`src/rtl/mem_xfer_pkg.sv`:
```
// Shared types and default sizing for the memory transfer unit.
//   xfer_state_e    : controller states (IDLE, ACCESS, DONE)
//   DEF_DATA_W      : default MDR / memory data width
//   DEF_ADDR_W      : default MAR / memory address width
//   DEF_WAIT_CYCLES : default number of ACCESS cycles per transaction
//   WAIT_CNT_W      : wait counter width, wide enough for the 1..15 range
package mem_xfer_pkg;

    typedef enum logic [1:0] {
        ST_IDLE   = 2'd0,
        ST_ACCESS = 2'd1,
        ST_DONE   = 2'd2
    } xfer_state_e;

    localparam int DEF_DATA_W      = 16;
    localparam int DEF_ADDR_W      = 16;
    localparam int DEF_WAIT_CYCLES = 2;
    localparam int WAIT_CNT_W      = 4;

endpackage

```
`src/rtl/xfer_wait_counter.sv`:
```
// Up-counter that times the ACCESS phase of a memory transaction.
//   clk_i : clock, rising edge
//   rst_i : asynchronous active-high reset, counter -> 0
//   clr_i : synchronous clear to 0 (priority over en_i)
//   en_i  : count up by one per cycle
//   tc_o  : high while the count equals TERMINAL
module xfer_wait_counter
    import mem_xfer_pkg::*;
#(
    parameter int CNT_W    = WAIT_CNT_W,
    parameter int TERMINAL = DEF_WAIT_CYCLES - 1
) (
    input  logic clk_i,
    input  logic rst_i,
    input  logic clr_i,
    input  logic en_i,
    output logic tc_o
);

    localparam logic [CNT_W-1:0] TC_VAL = CNT_W'(TERMINAL);

    logic [CNT_W-1:0] cnt_q;

    always_ff @(posedge clk_i or posedge rst_i) begin
        if (rst_i) begin
            cnt_q <= '0;
        end else if (clr_i) begin
            cnt_q <= '0;
        end else if (en_i) begin
            cnt_q <= cnt_q + CNT_W'(1);
        end
    end

    assign tc_o = (cnt_q == TC_VAL);

endmodule

```
`src/rtl/mem_xfer_unit.sv`:
```
// Memory transfer unit: MAR/MDR register pair plus a three-state controller
// that runs fixed-length read or write accesses on a simple memory bus.
//   Clk, Reset           : clock (rising edge), async active-high reset
//   LD_MAR, MAR_in       : load address register (IDLE only)
//   LD_MDR, MIO_EN       : load data register from Mem_rdata (MIO_EN=1)
//   MDR_Datapath         :   or from the datapath (MIO_EN=0), IDLE only
//   Start, RW            : begin a transaction; RW=1 write, RW=0 read
//   Mem_rdata            : memory read data
//   Mem_addr, Mem_wdata  : MAR / MDR driven onto the memory bus
//   Mem_CE/WE/OE         : memory strobes, high during ACCESS
//   Busy, Done           : not-IDLE flag, one-cycle completion pulse
//   MAR_out, MDR_out     : register contents
module mem_xfer_unit
    import mem_xfer_pkg::*;
#(
    parameter int DATA_W      = DEF_DATA_W,
    parameter int ADDR_W      = DEF_ADDR_W,
    parameter int WAIT_CYCLES = DEF_WAIT_CYCLES   // legal range 1..15
) (
    input  logic              Clk,
    input  logic              Reset,
    input  logic              LD_MAR,
    input  logic              LD_MDR,
    input  logic              MIO_EN,
    input  logic [ADDR_W-1:0] MAR_in,
    input  logic [DATA_W-1:0] MDR_Datapath,
    input  logic              Start,
    input  logic              RW,
    input  logic [DATA_W-1:0] Mem_rdata,
    output logic [ADDR_W-1:0] Mem_addr,
    output logic [DATA_W-1:0] Mem_wdata,
    output logic              Mem_CE,
    output logic              Mem_WE,
    output logic              Mem_OE,
    output logic              Busy,
    output logic              Done,
    output logic [ADDR_W-1:0] MAR_out,
    output logic [DATA_W-1:0] MDR_out
);

    xfer_state_e       state_q, state_d;
    logic              rw_q, rw_d;
    logic [ADDR_W-1:0] mar_q, mar_d;
    logic [DATA_W-1:0] mdr_q, mdr_d;
    logic              cnt_clr, cnt_en, cnt_tc;

    xfer_wait_counter #(
        .CNT_W    (WAIT_CNT_W),
        .TERMINAL (WAIT_CYCLES - 1)
    ) u_wait_cnt (
        .clk_i (Clk),
        .rst_i (Reset),
        .clr_i (cnt_clr),
        .en_i  (cnt_en),
        .tc_o  (cnt_tc)
    );

    always_ff @(posedge Clk or posedge Reset) begin
        if (Reset) begin
            state_q <= ST_IDLE;
            rw_q    <= 1'b0;
            mar_q   <= '0;
            mdr_q   <= '0;
        end else begin
            state_q <= state_d;
            rw_q    <= rw_d;
            mar_q   <= mar_d;
            mdr_q   <= mdr_d;
        end
    end

    always_comb begin
        state_d = state_q;
        rw_d    = rw_q;
        mar_d   = mar_q;
        mdr_d   = mdr_q;
        cnt_clr = 1'b0;
        cnt_en  = 1'b0;
        unique case (state_q)
            ST_IDLE: begin
                // Register loads and Start share the cycle, so a transaction
                // started here already uses the freshly loaded MAR/MDR.
                if (LD_MAR) begin
                    mar_d = MAR_in;
                end
                if (LD_MDR) begin
                    mdr_d = MIO_EN ? Mem_rdata : MDR_Datapath;
                end
                if (Start) begin
                    rw_d    = RW;
                    cnt_clr = 1'b1;
                    state_d = ST_ACCESS;
                end
            end
            ST_ACCESS: begin
                cnt_en = 1'b1;
                if (cnt_tc) begin
                    state_d = ST_DONE;
                    // Read data is captured on the last ACCESS edge, while
                    // OE is still asserted.
                    if (!rw_q) begin
                        mdr_d = Mem_rdata;
                    end
                end
            end
            ST_DONE: begin
                state_d = ST_IDLE;
            end
            default: begin
                state_d = ST_IDLE;
            end
        endcase
    end

    // Strobes come straight from registers so reset clears them at once.
    assign Mem_CE    = (state_q == ST_ACCESS);
    assign Mem_WE    = (state_q == ST_ACCESS) &&  rw_q;
    assign Mem_OE    = (state_q == ST_ACCESS) && !rw_q;
    assign Busy      = (state_q != ST_IDLE);
    assign Done      = (state_q == ST_DONE);

    assign Mem_addr  = mar_q;
    assign Mem_wdata = mdr_q;
    assign MAR_out   = mar_q;
    assign MDR_out   = mdr_q;

endmodule
```
`config.mk`:
```
export PLATFORM = sky130hd
export DESIGN_NAME = mem_xfer_unit
export DESIGN_NICKNAME = d
export VERILOG_FILES = /design/src/rtl/mem_xfer_pkg.sv /design/src/rtl/xfer_wait_counter.sv /design/src/rtl/mem_xfer_unit.sv
export SDC_FILE = /design/constraint.sdc
export NUM_CORES = 1
export LEC_CHECK = 0
export BUFFER_PORTS_ARGS = -buffer_cell sky130_fd_sc_hd__buf_2
export CAP_MARGIN = 5
export CELL_PAD_IN_SITES_DETAIL_PLACEMENT = 0
export CELL_PAD_IN_SITES_GLOBAL_PLACEMENT = 1
export CORE_MARGIN = 2
export CORE_UTILIZATION = 34
export DETAILED_ROUTE_END_ITERATION = 10
export HOLD_SLACK_MARGIN = 0.03
export PLACE_DENSITY = 0.86
export RECOVER_POWER = 50
export SETUP_SLACK_MARGIN = 0.15
export SLEW_MARGIN = 20
export SYNTH_ARGS = -nofsm -noshare
export SYNTH_HDL_FRONTEND = slang
export SYNTH_SLANG_ARGS = --single-unit
```
`constraint.sdc`:
```
create_clock -name Clk -period 5.4 [get_ports Clk]
set_clock_uncertainty 0.1 [all_clocks]
set_input_delay 0.81 -clock Clk [delete_from_list [all_inputs] [get_ports Clk]]
set_output_delay 0.81 -clock Clk [all_outputs]
set_load 0.05 [all_outputs]
```
== Word level (Yosys, flattened, before mapping) ==
Index checks and enable logic that the tools add are counted.

* $add $sub $neg: 1
* Equality and inequality tests: 7
* Muxes and demuxes: 13
* Reductions and logical operators: 11

{| class="wikitable"
|+ Operators with widths
! kind !! number
|-
| two-way mux 16 bit || 4
|-
| case mux 16 bit (2 select lines) || 1
|-
| two-way mux 4 bit || 2
|-
| inequality test 2 bit (second input constant) || 3
|-
| AND reduction 2 bit || 3
|-
| nonzero test 2 bit || 3
|-
| adder 4 x 1 -> 4 bit (second input constant) || 1
|-
| == test 4 x 1 -> 1 bit (second input constant) || 1
|-
| two-way mux 2 bit || 2
|-
| case mux 2 bit (2 select lines) || 1
|-
| AND reduction 4 bit || 1
|-
| two-way mux 1 bit || 3
|-
| == test 2 x 1 -> 1 bit (second input constant) || 1
|-
| == test 2 bit (second input constant) || 1
|-
| logical AND 1 bit || 2
|-
| logical NOT 2 bit || 1
|-
| inequality test 2 x 1 -> 1 bit (second input constant) || 1
|-
| logical NOT 1 bit || 1
|}

* Flip-flop bits (word level): 39
* Input bits: 55
* Output and inout bits: 69
* Word-level logic and storage cells: 37

== Depth between registers and ports, before layout ==
* Word-level depth: 4
* Gate-level depth with buffers: 7

== By module ==
From an unflattened synthesis, not the netlist that was laid out.

* Cell total of the unflattened synthesis: 174
* Area, all modules: 2044.5 um^2

{| class="wikitable"
|+ By module, submodules not included
! module !! times used !! cells an instance !! area each (um^2) !! sequential area each (um^2)
|-
| mem_xfer_unit || 1 || 154 || 1826.8 || 875.8
|-
| xfer_wait_counter || 1 || 20 || 217.7 || 100.1
|}

== Worst setup path before layout ==
Ideal clock, no wire load.

* Path kind: reg-to-output
* Start: register state_q[1]
* End: output Mem_WE
* Data arrival time: 1604 ps
* Data required time: 4490 ps
* Slack: 2886 ps
* Cell stages (with the launch flop): 4
* Buffers on the path: 0
* Cell sequence: dfrtp_1 > nand2b_2 > inv_1 > and2_1

* Longest elaborated chain between the ends: 2

{| class="wikitable"
|+ Ends and longest elaborated chain
! item !! line !! RTL
|-
| start: declaration || mem_xfer_unit.sv:41 || <nowiki>xfer_state_e state_q, state_d;</nowiki>
|-
| start signal: assignment || mem_xfer_unit.sv:65 || <nowiki>state_q <= state_d;</nowiki>
|-
| == test 2 x 1 -> 1 bit || -- ||
|-
| net Mem_CE || mem_xfer_unit.sv:32 || <nowiki>output logic Mem_CE,</nowiki>
|-
| logical AND 1 bit || mem_xfer_unit.sv:117 || <nowiki>assign Mem_WE = (state_q == ST_ACCESS) && rw_q;</nowiki>
|-
| end: declaration || mem_xfer_unit.sv:33 || <nowiki>output logic Mem_WE,</nowiki>
|}

The timed path passes the listed nets, and every way through them passes these cells.

==> flow_summary.toml <==
[synth]
syn_inst = 176
synth_nets = 233
synth_area_sq_um = 2060
synth_cell_types = 26
synth-simple-area-share_pct = 8.98
yosys_register_bits = 39
synth_edf_count = 0
seq_area_frac_synth_pct = 47.3
avgSynthCellArea_sq_um = 11.7
synth_top_family_by_area = "multiplexers"
synth_xor_area_share_pct = 0
yosysWarnings = 0
async_reset_ff_share_pct = 100
ys.flop_type = "dfrtp_1"
synth_compound_area_share_pct = 9.77
synth.area.mux_share_pct = 17.6
synth-adder-area-share_pct = 1.21

[grt]
grt_use_total_pct = 11.3
grt_pass1_vias = 1259
grt_overflow = 0
antenna_found_initial = 0
grt_pass1_wl_microns = 5680
grt_max_degree = 40

[cts]
clkSlewWorstSetupHoldPaths_ns = 0.07
cts_htree_levels = 2
cts.sinks = 39
clock_path_buffers = 2
clock_latency_ns = 0.28
cts_buffers = 5
cts_hold_buffers = 0
post-cts-setup-buffer-count = 0
cts_resized = 0
cts_tree = "built"
clock-root-buffer = "clkbuf_8"

[routing]
post_drt_wl_per_cell_microns = 11.2
drt_first_iter_violations = 38
postRouteAntennaNets = 0
num_vias = 1498
route.detailed.drc = 0
routed_wl_microns = 3860
viasPerCell = 4.34
dr.pass1.iters = 4

[critical_path]
required_ns = 5.27
critPathKind = "input pin to asynchronous set/reset pin"
arrival_ns = 2.46
start_kind = "input pin"
worstSetupEndpointType = "asynchronous set/reset pin"
worstPathMaxFanout = 39

[sta]
maxSlewViolCount = 40
fin_tns_setup_ns = 0
setup_viol = 0
fmax_mhz = 386
post-route-period-util_pct = 48.0
hold_viol_final = 0
period_minus_slack_ns = 2.59
slew_headroom_pct = -41.0
worstMarginPinSlew_ns = 2.11
rsz0062_at_grt = "no"

[run_status]
violations = "capacitance limit, slew limit"
status = "finished with violations"

[die]
die_area_sq_um = 6700
die_h_microns = 81.9
start_util_pct = 35.0
chipWidth_microns = 81.9
core_area_sq_um = 5890
num_io_pins = 124
rows = 28

[finish]
nets = 326
layout.cells.non_filler = 345
fillers = 608
seqCellArea_sq_um = 976
area_delta_synth_final_pct = 22.8
drive_gt1_share_pct = 53.0
postLayoutCellArea_sq_um = 2530
multi_input_area_sq_um = 772
diodes = 0
final_cell_mix = "buf_2, dfrtp_1, clkbuf_1"
layout_commonest_cell = "buf_2"

[placed_design]
placed_cells = 337
io_buffers = 123
finalWeightedCongestion = 0.744
hpwlAfterDp_microns = 2970
placed_cell_area_sq_um = 2490

[flow_run]
drv_cap = 1

[worst_hold_path]
hp-class = "flop to flop"
==> routing by layer <==
metal,up-vias,share of wire [%],global-route usage (%)
met2,78,47,19.0
met4,0,0.83,4.00
li1,744,-,-
met5,-,0,0
met3,4,9.4,3.30
met1,672,42,13.6
==> final timing paths <==
kind | cells after the start | slack [ns] | endpoint | start
max | 3 | 2.81 | MDR_out[10] | Reset
min | 1 | 0.43 | MAR_out[0] | MAR_out[0]
max reg2reg | 7 | 3.25 | MDR_out[2] | u_wait_cnt.cnt_q[1]
min reg2reg | 1 | 0.43 | MAR_out[0] | MAR_out[0]
max in group Clk | 4 | 2.89 | Mem_WE | state_q[1]
min in group asynchronous | 3 | 1.18 | MAR_out[3] | Reset
==> state kept, by name, summed over array words and instances, names as in the netlist <==
| signal | cells |
|---|---|
| state_q | 2 |
| MDR_out | 16 |
| MAR_out | 16 |
| rw_q | 1 |
| u_wait_cnt.cnt_q | 4 |
==> worst max-delay path: stages <==
cell and delay, ns:
buf_2 0.10, clkinv_1 0.03, clkbuf_1 1.50
==> synth_stat cells (2+ instances only) <==
cell	n	share of area [%]
a21oi_1	2	0.49
a21oi_2	14	5.9
a22o_1	2	0.85
and2_1	2	0.61
buf_2	3	0.73
buf_4	33	12
buf_6	3	1.6
dfrtp_1	39	47
ha_1	2	1.2
inv_1	4	0.73
mux2_2	18	9.8
mux2i_1	16	7.8
nand2_1	5	0.91
nand2b_1	2	0.61
nor2_1	16	2.9
nor2_2	4	1.2
o21ai_0	2	0.49
==> area by class of cell <==
cell class,count,share of cell area [%]
Clock buffer,5,2.72
Clock inverter,3,0.593
Inverter,4,0.593
Multi-Input combinational cell,94,30.5
Sequential cell,39,38.5
Tap cell,75,3.71
Timing Repair Buffer,125,23.4
==> logic make-up (layout without fill, tap and decap cells) <==
group | Yosys count | after routing
multiplexers | 34 | 34
AND/OR/NAND/NOR | 35 | 35
adder cells (fa/ha/maj) | 2 | 2
AO/OA/AOI/OAI | 23 | 23
buffers and inverters | 43 | 137
flip-flops | 39 | 39
==> through the flow <==
step / utilization [%] / setup slack, ns / hold WS [ns]
after floorplan: - / 2.89 / 0.396
after global placement: 42.3 / 3.23 / 0.404
after detailed placement: 42.3 / 3.21 / 0.414
after CTS: 43.7 / 2.87 / 0.431
after global routing: 43.0 / 2.25 / 0.451
final: 43.0 / 2.81 / 0.433
Power is not shown: default switching activity piles up to over one toggle a cycle in this logic, so the estimate is an artifact.
